==> config.mk <==
export PLATFORM = sky130hd
export DESIGN_NAME = hazard_ctrl_flat
export DESIGN_NICKNAME = d
export VERILOG_FILES = /design/src/rtl/hazard_ctrl_pkg.sv /design/src/rtl/hazard_ctrl_if.sv /design/src/rtl/hazard_ctrl_sat_counter.sv /design/src/rtl/hazard_ctrl.sv /design/src/flat_wrapper.sv
export SDC_FILE = /design/constraint.sdc
export NUM_CORES = 1
export LEC_CHECK = 0
export BUFFER_PORTS_ARGS = -buffer_cell sky130_fd_sc_hd__buf_4
export CORE_UTILIZATION = 41
export CTS_BUF_LIST = sky130_fd_sc_hd__clkbuf_4 sky130_fd_sc_hd__clkbuf_8 sky130_fd_sc_hd__clkbuf_16
export DETAILED_ROUTE_END_ITERATION = 12
export GPL_TIMING_DRIVEN = 0
export MAX_ROUTING_LAYER = met4
export PLACE_DENSITY = 0.69
export SETUP_SLACK_MARGIN = 0.2
export SLEW_MARGIN = 10
export SYNTH_ARGS = -nofsm -noshare
export SYNTH_HDL_FRONTEND = slang
export SYNTH_SLANG_ARGS = --single-unit
export TNS_END_PERCENT = 20
==> constraint.sdc <==
create_clock -name clk -period 2.8 [get_ports clk]
set_input_delay 0.28 -clock clk [delete_from_list [all_inputs] [get_ports clk]]
set_output_delay 0.28 -clock clk [all_outputs]
set_load 0.01 [all_outputs]
==> src/rtl/hazard_ctrl_pkg.sv <==
// Shared types and constants for the pipeline hazard controller.
// Holds the FSM state encoding, register-file constants and the load-use detector.
package hazard_ctrl_pkg;

    localparam int unsigned RegAddrW = 5;
    localparam int unsigned XLen     = 64;

    // x0 is hardwired to zero, so a load targeting it never creates a hazard.
    localparam logic [RegAddrW-1:0] RegX0 = '0;

    typedef enum logic [0:0] {
        StRun  = 1'b0,
        StHold = 1'b1
    } hc_state_e;

    function automatic logic load_use_hazard(
        input logic [RegAddrW-1:0] rs1,
        input logic [RegAddrW-1:0] rs2,
        input logic                use_rs1,
        input logic                use_rs2,
        input logic [RegAddrW-1:0] rd,
        input logic                mem_read
    );
        logic rs1_hit;
        logic rs2_hit;
        rs1_hit = use_rs1 && (rs1 == rd);
        rs2_hit = use_rs2 && (rs2 == rd);
        return mem_read && (rd != RegX0) && (rs1_hit || rs2_hit);
    endfunction

endpackage

==> src/rtl/hazard_ctrl_if.sv <==
// Pipeline <-> hazard controller signal bundle.
// The pipeline is the master (drives ID/EX status), the controller is the slave.
interface hazard_ctrl_if;
    import hazard_ctrl_pkg::*;

    logic [RegAddrW-1:0] ID_rs1;
    logic [RegAddrW-1:0] ID_rs2;
    logic                ID_use_rs1;
    logic                ID_use_rs2;
    logic [RegAddrW-1:0] ID_EX_rd;
    logic                ID_EX_mem_read;
    logic                branch_taken;
    logic [XLen-1:0]     branch_target;
    logic                dmem_busy;

    logic                pc_write;
    logic                IF_ID_write;
    logic                IF_ID_flush;
    logic                ID_EX_flush;
    logic                pipe_hold;
    logic                pc_redirect;
    logic [XLen-1:0]     redirect_pc;

    modport master (
        output ID_rs1, ID_rs2, ID_use_rs1, ID_use_rs2, ID_EX_rd, ID_EX_mem_read,
        output branch_taken, branch_target, dmem_busy,
        input  pc_write, IF_ID_write, IF_ID_flush, ID_EX_flush, pipe_hold,
        input  pc_redirect, redirect_pc
    );

    modport slave (
        input  ID_rs1, ID_rs2, ID_use_rs1, ID_use_rs2, ID_EX_rd, ID_EX_mem_read,
        input  branch_taken, branch_target, dmem_busy,
        output pc_write, IF_ID_write, IF_ID_flush, ID_EX_flush, pipe_hold,
        output pc_redirect, redirect_pc
    );

endinterface

==> src/rtl/hazard_ctrl_sat_counter.sv <==
// Saturating up-counter used for the hazard performance counters.
// Clear wins over a same-cycle increment; the count sticks at all-ones.
module sat_counter #(
    parameter int unsigned CNT_W = 16
) (
    input  logic             clk,
    input  logic             reset,
    input  logic             inc,
    input  logic             clr,
    output logic [CNT_W-1:0] cnt
);

    localparam logic [CNT_W-1:0] One = {{(CNT_W-1){1'b0}}, 1'b1};

    logic [CNT_W-1:0] cnt_q;
    logic [CNT_W-1:0] cnt_d;
    logic             at_max;

    assign at_max = &cnt_q;

    always_comb begin
        cnt_d = cnt_q;
        if (clr) begin
            cnt_d = '0;
        end else if (inc && !at_max) begin
            cnt_d = cnt_q + One;
        end
    end

    always_ff @(posedge clk) begin
        if (reset) begin
            cnt_q <= '0;
        end else begin
            cnt_q <= cnt_d;
        end
    end

    assign cnt = cnt_q;

endmodule

==> src/rtl/hazard_ctrl.sv <==
// Pipeline hazard controller: load-use stalls, memory freezes and branch flushes.
// A redirect arriving while memory is busy is parked and replayed on the first free cycle.
module hazard_ctrl
    import hazard_ctrl_pkg::*;
#(
    parameter int unsigned CNT_W = 16
) (
    input  logic             clk,
    input  logic             reset,
    input  logic             ctr_clear,
    hazard_ctrl_if.slave     hz,
    output logic [CNT_W-1:0] stall_cnt,
    output logic [CNT_W-1:0] flush_cnt
);

    hc_state_e       state_q;
    logic            pend_flush_q;
    logic [XLen-1:0] pend_target_q;

    logic load_use;
    logic flush_now;

    logic pc_write;
    logic if_id_write;
    logic if_id_flush;
    logic id_ex_flush;
    logic pipe_hold;
    logic pc_redirect;

    assign load_use = load_use_hazard(hz.ID_rs1, hz.ID_rs2, hz.ID_use_rs1, hz.ID_use_rs2,
                                      hz.ID_EX_rd, hz.ID_EX_mem_read);

    assign flush_now = (hz.branch_taken || pend_flush_q) && !hz.dmem_busy;

    // Mode tracking and the parked redirect share one sequential block.
    always_ff @(posedge clk) begin
        if (reset) begin
            state_q       <= StRun;
            pend_flush_q  <= 1'b0;
            pend_target_q <= '0;
        end else begin
            unique case (state_q)
                StRun:   if (hz.dmem_busy)  state_q <= StHold;
                StHold:  if (!hz.dmem_busy) state_q <= StRun;
                default: state_q <= StRun;
            endcase

            if (hz.dmem_busy && hz.branch_taken) begin
                pend_flush_q  <= 1'b1;
                pend_target_q <= hz.branch_target;
            end else if (flush_now) begin
                pend_flush_q  <= 1'b0;
            end
        end
    end

    always_comb begin
        pc_write    = 1'b1;
        if_id_write = 1'b1;
        if_id_flush = 1'b0;
        id_ex_flush = 1'b0;
        pipe_hold   = 1'b0;
        pc_redirect = 1'b0;

        if (reset) begin
            pc_write    = 1'b0;
            if_id_write = 1'b0;
            if_id_flush = 1'b1;
            id_ex_flush = 1'b1;
        end else if (hz.dmem_busy) begin
            pc_write    = 1'b0;
            if_id_write = 1'b0;
            pipe_hold   = 1'b1;
        end else if (flush_now) begin
            if_id_write = 1'b0;
            if_id_flush = 1'b1;
            id_ex_flush = 1'b1;
            pc_redirect = 1'b1;
        end else if (load_use) begin
            pc_write    = 1'b0;
            if_id_write = 1'b0;
            id_ex_flush = 1'b1;
        end
    end

    assign hz.pc_write    = pc_write;
    assign hz.IF_ID_write = if_id_write;
    assign hz.IF_ID_flush = if_id_flush;
    assign hz.ID_EX_flush = id_ex_flush;
    assign hz.pipe_hold   = pipe_hold;
    assign hz.pc_redirect = pc_redirect;
    assign hz.redirect_pc = hz.branch_taken ? hz.branch_target : pend_target_q;

    sat_counter #(
        .CNT_W (CNT_W)
    ) u_stall_cnt (
        .clk   (clk),
        .reset (reset),
        .inc   (!reset && !pc_write),
        .clr   (ctr_clear),
        .cnt   (stall_cnt)
    );

    sat_counter #(
        .CNT_W (CNT_W)
    ) u_flush_cnt (
        .clk   (clk),
        .reset (reset),
        .inc   (!reset && flush_now),
        .clr   (ctr_clear),
        .cnt   (flush_cnt)
    );

endmodule

==> src/flat_wrapper.sv <==
// flat-port wrapper written by rule: the top's interface ports become plain ports
module hazard_ctrl_flat import hazard_ctrl_pkg::*;
#(
    parameter int unsigned CNT_W = 16
)
  (clk, reset, ctr_clear, stall_cnt, flush_cnt, hz_ID_rs1, hz_ID_rs2, hz_ID_use_rs1, hz_ID_use_rs2, hz_ID_EX_rd, hz_ID_EX_mem_read, hz_branch_taken, hz_branch_target, hz_dmem_busy, hz_pc_write, hz_IF_ID_write, hz_IF_ID_flush, hz_ID_EX_flush, hz_pipe_hold, hz_pc_redirect, hz_redirect_pc);
  hazard_ctrl_if hz_i ();
  input  logic clk;
  input  logic reset;
  input  logic ctr_clear;
  output logic [CNT_W-1:0] stall_cnt;
  output logic [CNT_W-1:0] flush_cnt;
  input wire logic [$bits(hz_i.ID_rs1)-1:0] hz_ID_rs1;
  input wire logic [$bits(hz_i.ID_rs2)-1:0] hz_ID_rs2;
  input wire logic [$bits(hz_i.ID_use_rs1)-1:0] hz_ID_use_rs1;
  input wire logic [$bits(hz_i.ID_use_rs2)-1:0] hz_ID_use_rs2;
  input wire logic [$bits(hz_i.ID_EX_rd)-1:0] hz_ID_EX_rd;
  input wire logic [$bits(hz_i.ID_EX_mem_read)-1:0] hz_ID_EX_mem_read;
  input wire logic [$bits(hz_i.branch_taken)-1:0] hz_branch_taken;
  input wire logic [$bits(hz_i.branch_target)-1:0] hz_branch_target;
  input wire logic [$bits(hz_i.dmem_busy)-1:0] hz_dmem_busy;
  output wire logic [$bits(hz_i.pc_write)-1:0] hz_pc_write;
  output wire logic [$bits(hz_i.IF_ID_write)-1:0] hz_IF_ID_write;
  output wire logic [$bits(hz_i.IF_ID_flush)-1:0] hz_IF_ID_flush;
  output wire logic [$bits(hz_i.ID_EX_flush)-1:0] hz_ID_EX_flush;
  output wire logic [$bits(hz_i.pipe_hold)-1:0] hz_pipe_hold;
  output wire logic [$bits(hz_i.pc_redirect)-1:0] hz_pc_redirect;
  output wire logic [$bits(hz_i.redirect_pc)-1:0] hz_redirect_pc;
  assign hz_i.ID_rs1 = hz_ID_rs1;
  assign hz_i.ID_rs2 = hz_ID_rs2;
  assign hz_i.ID_use_rs1 = hz_ID_use_rs1;
  assign hz_i.ID_use_rs2 = hz_ID_use_rs2;
  assign hz_i.ID_EX_rd = hz_ID_EX_rd;
  assign hz_i.ID_EX_mem_read = hz_ID_EX_mem_read;
  assign hz_i.branch_taken = hz_branch_taken;
  assign hz_i.branch_target = hz_branch_target;
  assign hz_i.dmem_busy = hz_dmem_busy;
  assign hz_pc_write = hz_i.pc_write;
  assign hz_IF_ID_write = hz_i.IF_ID_write;
  assign hz_IF_ID_flush = hz_i.IF_ID_flush;
  assign hz_ID_EX_flush = hz_i.ID_EX_flush;
  assign hz_pipe_hold = hz_i.pipe_hold;
  assign hz_pc_redirect = hz_i.pc_redirect;
  assign hz_redirect_pc = hz_i.redirect_pc;
  hazard_ctrl #(.CNT_W(CNT_W)) u_core (.clk(clk), .reset(reset), .ctr_clear(ctr_clear), .hz(hz_i), .stall_cnt(stall_cnt), .flush_cnt(flush_cnt));
endmodule
==> Word-level counts from Yosys, hierarchy flattened <==
Cells that the tools add are included.
{ "word_totals": {"ff_bits": 97, "input_bits": 87, "word_cells": 50} }
{ "classes": {"add_sub_neg": 2, "n_eq_ne": 2, "mux": 20, "n_reduce_logical": 22} }
{ "op_table": {"columns": ["op", "count"], "rows": [
  ["64-bit 2-to-1 mux", 1],
  ["16-bit by 1-bit adder with 16-bit output (second input constant)", 2],
  ["16-bit AND reduction", 2],
  ["1-bit 2-to-1 mux", 19],
  ["5-bit == test", 2],
  ["1-bit logical AND", 10],
  ["1-bit logical NOT", 5],
  ["5-bit nonzero test", 1],
  ["1-bit logical OR", 2],
  ["2-bit nonzero test", 1],
  ["2-bit OR reduction", 1]
]} }

==> Longest topological paths before layout <==
Gate-level depths: netlist (run 1).
{ "depth": {"ltp_word": 11, "depth_mapped": 7} }

==> Modules after synthesis <==
From an unflattened synthesis (run 1), not the netlist that was laid out.
{ "hier_totals": {"cells_unflattened": 602, "area_unflattened_um2": 5017.3} }
{ "modules_own_cells": {"columns": ["module", "n_inst", "cells_each", "area_each_um2", "seq_area_each_um2"], "rows": [
  ["hazard_ctrl", 1, 382, 3168.0, 1301.2],
  ["sat_counter", 2, 110, 924.6, 320.3]
]} }

==> Worst setup path after synthesis (run 1) <==
OpenSTA, ideal clock, no wires.
{ "synth_path": {"kind": "register -> register", "startpoint": "register u_core.u_stall_cnt.cnt_q[0] (netlist: u_core.u_stall_cnt.cnt[0])", "endpoint": "register u_core.u_stall_cnt.cnt_q[10] (netlist: u_core.u_stall_cnt.cnt[10])", "setup_time_ps": 71, "arrival_time_ps": 1997, "slack_ps": 732, "stages_incl_launch_ff": 8, "period_less_slack_ps": 2068, "path_cell_list": "dfxtp_1 > ha_1 > clkbuf_1 > nand2_1 > or3_1 > or3_1 > or3_1 > a21oi_1"} }
{ "synth_via": {"elab_chain_len": 3, "word_cells_on_any_way": 4, "cone_classes": "add/sub (1); reduce/logical (3)"} }
{ "synth_rtl": {"columns": ["element", "line", "source"], "rows": [
  ["start, declared", "hazard_ctrl_sat_counter.sv:15", "logic [CNT_W-1:0] cnt_q;"],
  ["start signal, assigned", "hazard_ctrl_sat_counter.sv:34", "cnt_q <= cnt_d;"],
  ["parallel branches: the longest is 3 deep, another holds 16-bit by 1-bit adder with 16-bit output", null, null]
]} }
Several ways; the timed one is not identified.
A chain may end at the register's enable or synchronous reset.

==> Worst setup path in the final report (run 1) <==
Same ends and word-level chain as after synthesis.

==> summary.md, run 1 <==
| Metric | Value |
|---|---|
| Main flop type after synthesis | `dfxtp_1` |
| Max Cap Viol | `0` |
| FF+latch count, synth | `between 90 and 100` |
| First-pass GRT wire length | `20.9 mm` |
| Crit path max-delay family | `simple AND/OR/NAND/NOR gates` |
| Setup clock skew after layout | `0.00526 ns` |
| DRC Markers | `0` |
| H-tree levels | `3` |
| Cell leakage power | `~0.0028 uW` |
| Clk slew on worst S/H paths | `approximately 0.060 ns` |
| Post-synth EDFFs | `0` |
| Die span in x | `around 110 um` |
| Clock sink count | `97` |
| Clk pwr share | `slightly above 40%` |
| Achievable Freq | `423 MHz` |
| Yosys cell types | `between 40 and 50` |
| Share of layout cells above drive strength 1 | `between 30% and 40%` |
| CP cell instances | `ha_1 > clkbuf_1 > nand2_1 > or3_1 > or3_1 > or3_1 > a21oi_1` |
| Met3 Use GR | `4.15%` |
| Fin. Hold Viols | `0` |
| Die Area | `~0.012 mm^2` |
| GRT met2 Usage | `roughly two fifths` |
| Largest net degree at the start of global routing | `15` |
| Asr flop ratio synth | `0%` |
| Int Pwr | `between 2000 and 3000 uW` |
| Area leader, netlist | `dfxtp_1` |
| Switching pwr | `about 800 uW` |
| Post-CTS Hold Fix Bufs | `0` |
| Global route overflow | `0` |
| I/O Buffers | `188` |
| Multi-input combinational cell area | `about 0.0027 mm^2` |
| Worst-Margin Slew | `approximately 0.71 ns` |
| Routed length per placed instance | `roughly 15 um` |
| Routability cong. | `just over 0.8` |
| Synth Net Count | `660` |
| Min-Delay Path Class | `in -> reg` |
| Worst stage delay on the critical path | `around 0.43 ns` |
| Hold endpoint | `u_core.pend_target_q[40]` |
| Vias | `4830` |
| RSZ-0062 raised after global routing | `no` |
| Slowest stage cell, crit path | `or3_1` |
| Starting Density | `a little over two fifths` |
| Initial DRC count | `roughly 260` |
| Clk Tree Root Cell | `clkbuf_16` |
| Vias per cell | `around 5.3` |
| Critical R2R Capture | `u_core.u_stall_cnt.cnt[10]` |
| Worst hold start | `hz_branch_target[40]` |
| Comb pwr share | `between 10% and 20%` |
| CTS buffer count | `9` |
| Outcome | `finished, final reports clean` |
| Setup WS pre-CTS | `0.512 ns` |
| Post-synthesis sequential area ratio | `around two fifths` |
| TritonCTS clock tree | `done` |
| CP arrival | `2.63 ns` |
| Cells on Worst Hold Path | `3` |
| Antenna diode count | `0` |
| Flop pwr share | `between 40% and 50%` |
| DRT Pass-1 Iters | `4` |
| R2r worst-path depth | `7` |
| Setup CP Type | `reg -> reg` |
| Setup violations, final | `0` |
| Final ANT Viol Nets | `0` |
| Total global-route track usage | `a little under a quarter` |
| WP data required | `just over 3 ns` |
| Min setup slack post-route | `0.437 ns` |
| M1 GR Usage | `between 20% and 30%` |
| Total of warnings raised by yosys | `0` |
| Die height | `~110 um` |
| Most used cell, CP | `or3_1` |
| Worst-path fanout max | `8` |
| Post-Syn Area | `roughly 0.0048 mm^2` |
| Core area | `~0.011 mm^2` |
| Layout overhead on the synthesized area | `40.4%` |
| Initial antenna violation count | `0` |
| CTS max path bufs | `2` |
| Final-stage net count | `between 800 and 900` |
| Fillers | `just under 1000` |
| Minimum clock period | `2.36 ns` |
| Number of global-route vias before repair | `~4500` |
| # resized after CTS | `0` |
| Crit end category | `register` |
| Non-Filler Instances | `about 900` |
| Headroom to the max-slew limit | `52.3%` |
| Synth top area share | `40.8%` |
| Final setup TNS | `0 ns` |
| HPWL after DPL | `around 10 mm` |
| Final worst-path cycle share | `84.4%` |
| # rows | `38` |
| Placed cells | `899` |
| Post-Syn Area per Cell | `approximately 8.3 um^2` |
| Ports | `189` |
| Startpoint Class | `register` |
| DRT Wirelength | `13.7 mm` |
| Setup Buffers After CTS | `0` |
| R2r startpoint | `u_core.u_stall_cnt.cnt[0]` |
| VDD IR max | `0.000244 V` |
| Max-slew violations | `0` |
| Sw Ratio | `a little under a quarter` |
| Synth area leaders | `dfxtp_1 (41%), mux2_2 (15%), nand2_1 (11%), a21oi_1 (7.7%), xor2_1 (3.5%)` |
| Cells after synthesis | `571` |
| Buf/Inv on CP | `1` |
| Register Area | `roughly 0.0019 mm^2` |
| R2R Setup Slk | `~0.44 ns` |
| PwrDens | `504 mW/mm^2` |
| Clock Latency Late Sink | `0.34 ns` |
| Top Usage Layer GRT | `met2` |
[cells by family (layout without fill, tap and decap cells)]
family / count (synthesis) / after routing / share of synthesized area [%]
AO/OA/AOI/OAI: 110 / 110 / 13.6
XOR/XNOR: 24 / 24 / 4.42
adder cells (fa/ha/maj): 2 / 2 / 0.526
buffers and inverters: 37 / 240 / 2.95
flip-flops: 97 / 97 / 40.8
multiplexers: 65 / 65 / 15.4
AND/OR/NAND/NOR: 236 / 236 / 22.3
[metal layers]
| metal | share of wire [%] | wire length (um) |
|---|---|---|
| met3 | 6.5 | 890 |
| met1 | 43 | 5890 |
| met4 | 1.5 | 210 |
| met5 | 0 | 0 |
| met2 | 49 | 6720 |
[how the worst max path moves through the flow]
stage / endpoint / from / cells past startpoint / slack, ns
final: u_core.u_stall_cnt.cnt[10] / u_core.u_stall_cnt.cnt[0] / 7 / 0.44
after global routing: u_core.u_stall_cnt.cnt[10] / u_core.u_stall_cnt.cnt[0] / 7 / 0.32
after CTS: u_core.u_stall_cnt.cnt[10] / u_core.u_stall_cnt.cnt[0] / 7 / 0.49
after detailed placement: u_core.u_stall_cnt.cnt[3] / hz_ID_EX_rd[3] / 7 / 0.51
after global placement: hz_redirect_pc[39] / hz_branch_taken / 5 / 0.57
after floorplan: u_core.u_stall_cnt.cnt[10] / u_core.u_stall_cnt.cnt[0] / 7 / 0.73
[synthesized netlist by cell type, types with 2 or more instances]
cell and instances:
and4_1 4, or4_1 5, mux2_2 64, buf_1 6
o31ai_1 5, o211ai_1 2, or3_1 9, xnor2_1 5
nor2_1 28, a31oi_1 2, xor2_1 19, a21oi_1 73
o31a_1 2, o41ai_1 3, nor4_1 4, and2_1 4
nand3_1 11, o21ai_0 9, nor2b_1 2, nor3_1 3
clkbuf_1 28, nand4_1 14, ha_1 2, nand2_1 144
dfxtp_1 97, o311ai_0 3, inv_1 2
[flip-flops by register name, indices dropped and copies added, names as in the netlist]
name,cells
u_core.pend_target_q,64
u_core.u_stall_cnt.cnt,16
u_core.pend_flush_q,1
u_core.u_flush_cnt.cnt,16
[power by group through the flow]
stage / clock, uW / combinational, uW / sequential (uW)
4_1_cts: 1410 / 545 / 1450
2_1_floorplan: 0 / 265 / 1470
5_1_grt: 1460 / 588 / 1450
6_report: 1380 / 540 / 1450
3_5_place_dp: 0 / 542 / 1480
3_3_place_gp: 0 / 532 / 1470
[cell usage in the layout, fill, tap and decap left out, types with 3 or more instances in the layout]
master     instances
clkbuf_8           3
clkbuf_1          28
clkbuf_16          9
nand2_1          144
mux2_2            64
buf_1              6
and4_1             4
and2_1             4
nand3_1           11
or3_1              9
o21ai_0            9
xor2_1            19
xnor2_1            5
dfxtp_1           97
or4_1              5
nand4_1           14
a21oi_1           73
o311ai_0           3
o41ai_1            3
o31ai_1            5
nor2_1            28
buf_4            188
nor4_1             4
nor3_1             3
[cell type report]
cell class                      count  share of cell area, %
Sequential cell                    97                   29.1
Timing Repair Buffer              188                   21.1
Tap cell                          140                   2.62
Clock buffer                       13                   4.10
Buffer                             35                   1.99
Multi-Input combinational cell    437                   40.1
Inverter                            2                  0.112
Clock inverter                      2                  0.899
[worst register-to-register path, cell delays in order, from the launching register on]
cell,delay [ns]
dfxtp_1,0.40
ha_1,0.17
clkbuf_1,0.29
nand2_1,0.19
or3_1,0.43
or3_1,0.36
or3_1,0.33
a21oi_1,0.14
[through the flow]
| stage | power [uW] | instance area (um^2) | hold slack, ns | utilization (%) |
|---|---|---|---|---|
| CTS | 3400 | 6680 | 0.179 | 60.3 |
| global route | 3500 | 6680 | 0.184 | 60.3 |
| finish | 3360 | 6680 | 0.189 | 60.3 |
| floorplan | 1740 | 4760 | 0.416 | - |
| detailed placement | 2020 | 6340 | 0.444 | 57.3 |
| global placement | 2010 | 6340 | 0.439 | 57.3 |
No activity file was read; power rests on OpenSTA's default activity.
==> run 2, diff against run 1 <==
Clock period 2.8 ns to 2.3 ns, I/O delays scaled along.
==> summary.md, run 2 (same netlist as run 1, synthesis figures left out) <==
| Metric | Value |
|---|---|
| Die height | `110 um (unchanged)` |
| Final ANT Viol Nets | `0 (unchanged)` |
| Clk slew on worst S/H paths | `0.06 ns (about the same)` |
| Global route overflow | `0 (unchanged)` |
| Final-stage net count | `866 (+0.81%)` |
| HPWL after DPL | `10.4 mm (unchanged)` |
| I/O Buffers | `188 (unchanged)` |
| Post-CTS Hold Fix Bufs | `0 (unchanged)` |
| Min Hold Slack | `0.139 ns (-0.0505 ns)` |
| Setup CP Type | `reg -> reg` |
| CTS buffer count | `9 (unchanged)` |
| Crit end category | `register` |
| GRT met2 Usage | `39.5% (+0.13 points)` |
| Vias per cell | `5.27 (-0.25%)` |
| Antenna diode count | `0 (unchanged)` |
| PwrDens | `602 mW/mm^2 (+20%)` |
| Largest net degree at the start of global routing | `15 (unchanged)` |
| Clock sink count | `97 (unchanged)` |
| Vias | `4855 (+0.52%)` |
| DRT Pass-1 Iters | `4 (unchanged)` |
| Headroom to the max-slew limit | `56.4% (+4.1 points)` |
| Fin. Hold Viols | `0 (unchanged)` |
| Final worst-path cycle share | `90.7% (+6.3 points)` |
| Starting Density | `42.9% (unchanged)` |
| Number of global-route vias before repair | `4471 (+0.090%)` |
| Setup clock skew after layout | `0.00515 ns (-0.000110 ns)` |
| Clock Latency Late Sink | `0.34 ns (about the same)` |
| Layout overhead on the synthesized area | `43.1%` |
| Routed length per placed instance | `15.1 um (+0.77%)` |
| Die span in x | `110 um (unchanged)` |
| Max-slew violations | `0 (unchanged)` |
| Cell leakage power | `0.00282 uW (+2.7%)` |
| Commonest non-fill, non-tap cell in the layout | `buf_4` |
| CP arrival | `2.37 ns (-0.26 ns)` |
| TritonCTS clock tree | `done` |
| Initial antenna violation count | `0 (unchanged)` |
| DRC Markers | `0 (unchanged)` |
| Top Usage Layer GRT | `met2` |
| Max Cap Viol | `0 (unchanged)` |
| Clk Tree Root Cell | `clkbuf_16` |
| Routability cong. | `0.827 (unchanged)` |
| Minimum clock period | `2.09 ns (-0.276 ns)` |
| Ports | `189 (unchanged)` |
| Min-Delay Path Class | `in -> reg` |
| Max reg flops | `64 (unchanged)` |
| # rows | `38 (unchanged)` |
| DRT Wirelength | `13.9 mm (+1.5%)` |
| First-pass GRT wire length | `21.0 mm (+0.66%)` |
| Worst-Margin Slew | `0.648 ns (-0.0608 ns)` |
| Final setup TNS | `0 ns (unchanged)` |
| Startpoint Class | `register` |
| Most flops, register | `u_core.pend_target_q` |
| M1 GR Usage | `26.9% (+0.26 points)` |
| H-tree levels | `3 (unchanged)` |
| Outcome | `finished, final reports clean` |
| Worst-path fanout max | `6 (-2)` |
| Setup violations, final | `0 (unchanged)` |
| Achievable Freq | `479 MHz (+13%)` |
| VDD IR max | `0.000298 V (+22%)` |
| RSZ-0062 raised after global routing | `yes` |
| Total global-route track usage | `23.1% (+0.13 points)` |
| Die Area | `0.0120 mm^2 (unchanged)` |
| Initial DRC count | `251 (-4.6%)` |
| Most frequent cells in the layout | `buf_4 (195), nand2_1 (143), dfxtp_1 (86), a21oi_1 (73), mux2_2 (64)` |
| Core area | `0.0111 mm^2 (unchanged)` |
| CTS max path bufs | `2 (unchanged)` |
| WP data required | `2.58 ns (-0.49 ns)` |
| Met3 Use GR | `4.15% (unchanged)` |
| Share of layout cells above drive strength 1 | `38.5% (+3.0 points)` |
## run 2: cell count changes in the layout (fill, tap and decap cells not counted), sizes merged
cell,change
buf,+7
## run 2: repair_timing
item	CTS	global route
pin swaps	2	5
buffers inserted	3	4
gates resized for setup	11	19
endpoints found under the setup margin	14	66
hold endpoints to repair	0	0
## run 2: routing by layer
metal | up-vias | part of all wire, % | wire length [um]
li1 | 2410 | - | -
met1 | 2286 | 43 | 6000
met2 | 144 | 49 | 6850
met3 | 15 | 6.3 | 871
met4 | 0 | 1.5 | 209
met5 | - | 0 | 0
## run 2: path summary, 6_finish.rpt
check                             start                          to  slack, ns  depth (start not counted)
max reg2reg  u_core.u_stall_cnt.cnt[13]  u_core.u_stall_cnt.cnt[15]       0.21                          6
min                hz_branch_target[40]    u_core.pend_target_q[40]       0.14                          3
min reg2reg    u_core.pend_target_q[45]    u_core.pend_target_q[45]       0.45                          2
max          u_core.u_stall_cnt.cnt[13]  u_core.u_stall_cnt.cnt[15]       0.21                          6
## run 2: worst max-delay path, cell delays in order (launching register included)
cell and delay [ns]:
dfxtp_4 0.36, nand4_1 0.22, nor3_4 0.10, a2111o_1 0.46
or4_4 0.43, or4_1 0.41, nand2_1 0.07
## run 2: final cells by class
class                      instances  area (um^2)
buffer                            35          144
clock buffer                      13          274
clock inverter                     2         60.1
fill                             961         4270
inverter                           2         7.51
multi-input combinational        437         2720
sequential                        97         1970
tap                              140          175
timing repair buffer             195         1460
## run 2: metrics by stage
| stage | power [uW] | cell area, um^2 | utilization, % | std cells | setup slack (ns) |
|---|---|---|---|---|---|
| CTS | 4140 | 6730 | 60.8 | 917 | 0.185 |
| global placement | 2440 | 6340 | 57.3 | 899 | 0.0704 |
| global route | 4260 | 6810 | 61.5 | 921 | 0.139 |
| detailed placement | 2460 | 6340 | 57.3 | 899 | 0.0229 |
| finish | 4100 | 6810 | 61.5 | 921 | 0.213 |
| floorplan | 2110 | 4760 | - | 571 | 0.232 |
## run 2: where the power goes
part           switching (uW)  leakage, uW  internal, uW
combinational             318      0.00186           348
clock                     629     0.000165          1050
sequential               26.4     0.000796          1730
total                     974      0.00282          3130
